[src/rtl/seq_sub_32b_pkg.sv]
// Shared ALU-block definitions: FSM state encodings and default slice count.
package seq_sub_32b_pkg;

  localparam int NBYTES_DEF = 4;

  typedef enum logic {
    ST_IDLE = 1'b0,
    ST_RUN  = 1'b1
  } state_t;

endpackage

[src/rtl/seq_sub_32b_subtractor_8b.sv]
// Combinational 8-bit subtract slice: byte adder fed with inverted B, borrow = ~carry.
module seq_sub_32b_subtractor_8b (
  input  logic [7:0] a,
  input  logic [7:0] b,
  input  logic       bin,
  output logic [7:0] diff,
  output logic       bout
);

  logic [8:0] sum;

  // a - b - bin == a + ~b + ~bin
  assign sum  = {1'b0, a} + {1'b0, ~b} + {8'd0, ~bin};
  assign diff = sum[7:0];
  assign bout = ~sum[8];

endmodule

[src/rtl/seq_sub_32b.sv]
// Byte-serial subtractor: one 8-bit slice, borrow rippled between bytes through a register.
//
// state   | meaning
// ST_IDLE | ready, waiting for start; result/flags hold last completion
// ST_RUN  | one byte per cycle, byte k_q written into the working register
module seq_sub_32b
  import seq_sub_32b_pkg::*;
#(
  parameter int NBYTES = NBYTES_DEF
) (
  input  logic                  clk,
  input  logic                  rst,
  input  logic                  start,
  input  logic [8*NBYTES-1:0]   A,
  input  logic [8*NBYTES-1:0]   B,
  output logic                  ready,
  output logic                  done,
  output logic [8*NBYTES-1:0]   diff,
  output logic                  borrow,
  output logic                  zero,
  output logic                  sign,
  output logic                  ovf
);

  localparam int W  = 8 * NBYTES;
  localparam int KW = (NBYTES > 1) ? $clog2(NBYTES) : 1;
  localparam logic [KW-1:0] K_LAST = KW'(NBYTES - 1);

  state_t          state_q, state_d;
  logic [KW-1:0]   k_q, k_d;
  logic            bin_q, bin_d;
  logic [W-1:0]    a_q, a_d, b_q, b_d;
  logic [W-1:0]    work_q, work_d;
  logic [W-1:0]    diff_q, diff_d;
  logic            done_q, done_d;
  logic            borrow_q, borrow_d, zero_q, zero_d, sign_q, sign_d, ovf_q, ovf_d;

  logic [7:0]      a_byte, b_byte, s_byte;
  logic            s_bout;

  assign a_byte = a_q[8*k_q +: 8];
  assign b_byte = b_q[8*k_q +: 8];

  seq_sub_32b_subtractor_8b u_slice (
    .a    (a_byte),
    .b    (b_byte),
    .bin  (bin_q),
    .diff (s_byte),
    .bout (s_bout)
  );

  always_comb begin
    state_d  = state_q;
    k_d      = k_q;
    bin_d    = bin_q;
    a_d      = a_q;
    b_d      = b_q;
    work_d   = work_q;
    diff_d   = diff_q;
    done_d   = 1'b0;
    borrow_d = borrow_q;
    zero_d   = zero_q;
    sign_d   = sign_q;
    ovf_d    = ovf_q;
    case (state_q)
      ST_IDLE: begin
        if (start) begin
          a_d     = A;
          b_d     = B;
          k_d     = '0;
          bin_d   = 1'b0;
          state_d = ST_RUN;
        end
      end
      ST_RUN: begin
        work_d[8*k_q +: 8] = s_byte;
        bin_d = s_bout;
        k_d   = k_q + 1'b1;
        // Last byte: publish the completed word and its flags in the same edge.
        if (k_q == K_LAST) begin
          state_d  = ST_IDLE;
          k_d      = '0;
          bin_d    = 1'b0;
          done_d   = 1'b1;
          diff_d   = work_d;
          borrow_d = s_bout;
          zero_d   = (work_d == '0);
          sign_d   = work_d[W-1];
          ovf_d    = (a_q[W-1] ^ b_q[W-1]) & (work_d[W-1] ^ a_q[W-1]);
        end
      end
      default: state_d = ST_IDLE;
    endcase
  end

  always_ff @(posedge clk or posedge rst) begin
    if (rst) begin
      state_q  <= ST_IDLE;
      k_q      <= '0;
      bin_q    <= 1'b0;
      a_q      <= '0;
      b_q      <= '0;
      work_q   <= '0;
      diff_q   <= '0;
      done_q   <= 1'b0;
      borrow_q <= 1'b0;
      zero_q   <= 1'b0;
      sign_q   <= 1'b0;
      ovf_q    <= 1'b0;
    end else begin
      state_q  <= state_d;
      k_q      <= k_d;
      bin_q    <= bin_d;
      a_q      <= a_d;
      b_q      <= b_d;
      work_q   <= work_d;
      diff_q   <= diff_d;
      done_q   <= done_d;
      borrow_q <= borrow_d;
      zero_q   <= zero_d;
      sign_q   <= sign_d;
      ovf_q    <= ovf_d;
    end
  end

  assign ready  = (state_q == ST_IDLE);
  assign done   = done_q;
  assign diff   = diff_q;
  assign borrow = borrow_q;
  assign zero   = zero_q;
  assign sign   = sign_q;
  assign ovf    = ovf_q;

endmodule

[config.mk]
export PLATFORM = sky130hd
export DESIGN_NAME = seq_sub_32b
export DESIGN_NICKNAME = d
export VERILOG_FILES = /design/src/rtl/seq_sub_32b_pkg.sv /design/src/rtl/seq_sub_32b_subtractor_8b.sv /design/src/rtl/seq_sub_32b.sv
export SDC_FILE = /design/constraint.sdc
export NUM_CORES = 1
export LEC_CHECK = 0
export BUFFER_PORTS_ARGS = -buffer_cell sky130_fd_sc_hd__buf_2
export CORE_ASPECT_RATIO = 1.75
export CORE_MARGIN = 2
export CORE_UTILIZATION = 61
export CTS_CLUSTER_SIZE = 25
export DETAILED_ROUTE_END_ITERATION = 16
export GPL_TIMING_DRIVEN = 0
export PLACE_DENSITY = 0.85
export SETUP_SLACK_MARGIN = 0.15
export SYNTH_ARGS = -nofsm -noshare
export SYNTH_HDL_FRONTEND = slang
export SYNTH_SLANG_ARGS = --single-unit
[constraint.sdc]
create_clock -name clk -period 9.7 [get_ports clk]
set_input_delay 0.485 -clock clk [delete_from_list [all_inputs] [get_ports clk]]
set_output_delay 0.485 -clock clk [all_outputs]
set_load 0.01 [all_outputs]
==> flow_metrics.tcl <==
set metrics [dict create \
    outcome "finished, final reports clean" \
    cts_buffer_depth 2 \
    crit_path_max_fanout 10 \
    slew_violations 0 \
    drc 0 \
    clkTransAtPathRegs_ps 60 \
    drt-total-wl_mm 16.9 \
    synth_top_family_by_area "multiplexers" \
    drtAntennaViolNets 0 \
    area_delta_synth_final_pct 20.9 \
    synth_edf_count 0 \
    cts-hold-fix-buffers 0 \
    ys.flop_type "dfrtp_1" \
    ctsResizeCount 0 \
    grt_pass1_vias 5367 \
    synth_cells 544 \
    ys_seq_elements 136 \
    synth.area.mux_share_pct 17.3 \
    finalNetCount 750 \
    required_ps 10050 \
    postCtsSetupRepairBufs 0 \
    clock_skew_ps 7.29 \
    avgSynthCellArea_sq_um 11.8 \
    drt_iter0_drc 374 \
    start_util_pct 62.5 \
    postSynth.asyncResetShare_pct 100 \
    period_share_pct 44.1 \
    cp-end-kind "register" \
    fp-row-count 49 \
    rsz0062_at_grt "false" \
    maxCapViolCount 0 \
    die_h_um 140 \
    fin_area_sq_um 7790 \
    yosysSeqAreaShare_pct 52.8 \
    num_vias 5061 \
    first_pass_iters 6 \
    cp-start-kind "register" \
    place.gp.congestion 0.932 \
    numCtsBuffers 17 \
    track_usage_pct 32.6 \
    grt_max_degree 81 \
    path_class "register to register" \
    insertion_delay_ps 430 \
    synth.cell_area_sq_um 6440 \
    dp_hpwl_mm 11.8 \
    via_per_inst 6.26 \
    synth_area_leaders "dfrtp_1, mux2_2, mux4_2" \
    max_freq_mhz 234 \
    synthSimpleGateAreaFrac_pct 11.5 \
    synth-compound-area-share_pct 11.4 \
    hp-class "input pin to asynchronous set/reset pin" \
    dp_slack_ps 5530 \
    diodes 0 \
    wire_per_inst_um 20.9 \
    synth-xor-area-share_pct 0.660 \
    fin_crit_ps 4280 \
    synth-warning-count 0 \
    critical_path_arrival_ps 4640 \
    fp.dieW_um 81.7 \
    ys_types 57 \
    synthAdderAreaFrac_pct 3.15 \
    io_buffers 104 \
    cts.sinks 136 \
    h-tree-depth 4 \
    die-area_sq_um 11400 \
    final.setup.tns_ps 0 \
    yosys.area.top_type "dfrtp_1" \
    io_pins 105 \
    synth_top_area_share_pct 52.8 \
    post_dp_cell_area_sq_um 7150 \
    antenna_found_initial 0 \
    utilization_pct 75.6 \
    slew-limit-headroom_pct 51.2 \
    clockRootBuffer "clkbuf_16" \
    synth_nets 626 \
    cts_tree "built" \
    grt_pass1_wl_mm 27.4 \
    worst_slew_pin_slew_ps 729 \
    grt_overflow 0 \
    layout-drive-gt1-share_pct 36.9 \
    report.final.hold_viol_count 0 \
    coreArea_sq_um 10300 \
    setup_viol 0 \
    fin_ws_ps 5420 \
]
-- cell usage in the layout (no fill, tap or decap), drive strengths merged, types with 4 or more instances in the layout --
master	count
dfrtp	136
buf	119
nor2	73
mux2	65
nand2	45
o21ai	35
clkbuf	33
a221oi	31
inv	23
mux4	16
ha	13
a21oi	12
nor2b	7
nor3	5
nor4	5
clkinv	5
a32o	4
nand3b	4
bufinv	4
-- area by class of cell --
type	instances	area (sq um)
Clock inverter	11	171
Buffer	26	121
Tap cell	127	159
Fill cell	673	2510
Multi-Input combinational cell	359	2830
Timing Repair Buffer	105	548
Clock buffer	21	460
Sequential cell	136	3400
Inverter	23	91.3
-- Yosys cell counts, types with 3 or more instances --
cell type and number:
a31oi_1 3, inv_2 3, o21ai_0 33, nor2b_1 7, inv_1 20, nand3b_1 4
a21oi_1 9, mux4_2 16, a32o_1 4, nor4_1 5, a221oi_2 3, ha_1 13
buf_4 3, nor2_1 73, mux2_2 65, a221oi_1 28, a21oi_2 3, clkbuf_1 12
dfrtp_1 136, buf_2 10, nand2_1 45, nor3_1 5
-- state kept, by name, indices dropped and copies added (netlist names) --
signal	cells
ovf	1
zero	1
state_q	1
bin_q	1
b_q	32
borrow	1
diff	32
done	1
a_q	32
k_q	2
work_q	32
-- worst paths after layout --
kind | start | end | slack, ps | cells after the start
max reg2reg | k_q[1] | diff[22] | 5420 | 12
min reg2reg | diff[25] | diff[25] | 500 | 2
max | k_q[1] | diff[22] | 5420 | 12
max in group asynchronous | rst | work_q[20] | 8830 | 3
min | rst | a_q[1] | 110 | 2
min in group clk | B[18] | b_q[18] | 280 | 2
-- cell families after synthesis --
| family | count (synthesis) |
|---|---|
| AND/OR/NAND/NOR | 158 |
| flip-flops | 136 |
| AO/OA/AOI/OAI | 99 |
| multiplexers | 83 |
| buffers and inverters | 49 |
| adder cells (fa/ha/maj) | 15 |
| XOR/XNOR | 4 |
-- layer usage --
metal	GRT usage, %	share of wire [%]
met5	0	0
met4	21.4	7.2
met3	8.38	5.8
met2	53.0	52
met1	36.9	35
-- worst max-delay path, cell delays in order, from the launching register on --
cell and delay [ps]:
dfrtp_1 390, clkbuf_1 460, clkbuf_1 570, mux4_2 430
fa_1 480, inv_1 100, fa_1 240, nand3_1 130
a21boi_1 280, o21ai_0 170, a31oi_1 600, a221oi_1 210
nor2_1 130
-- stage by stage --
stage,cells,hold slack (ps)
2_1_floorplan,544,471
3_3_place_gp,775,460
3_5_place_dp,776,478
4_1_cts,808,128
5_1_grt,808,149
6_report,808,113
Power is not shown: default switching activity piles up to over one toggle a cycle in this logic, so the estimate is an artifact.
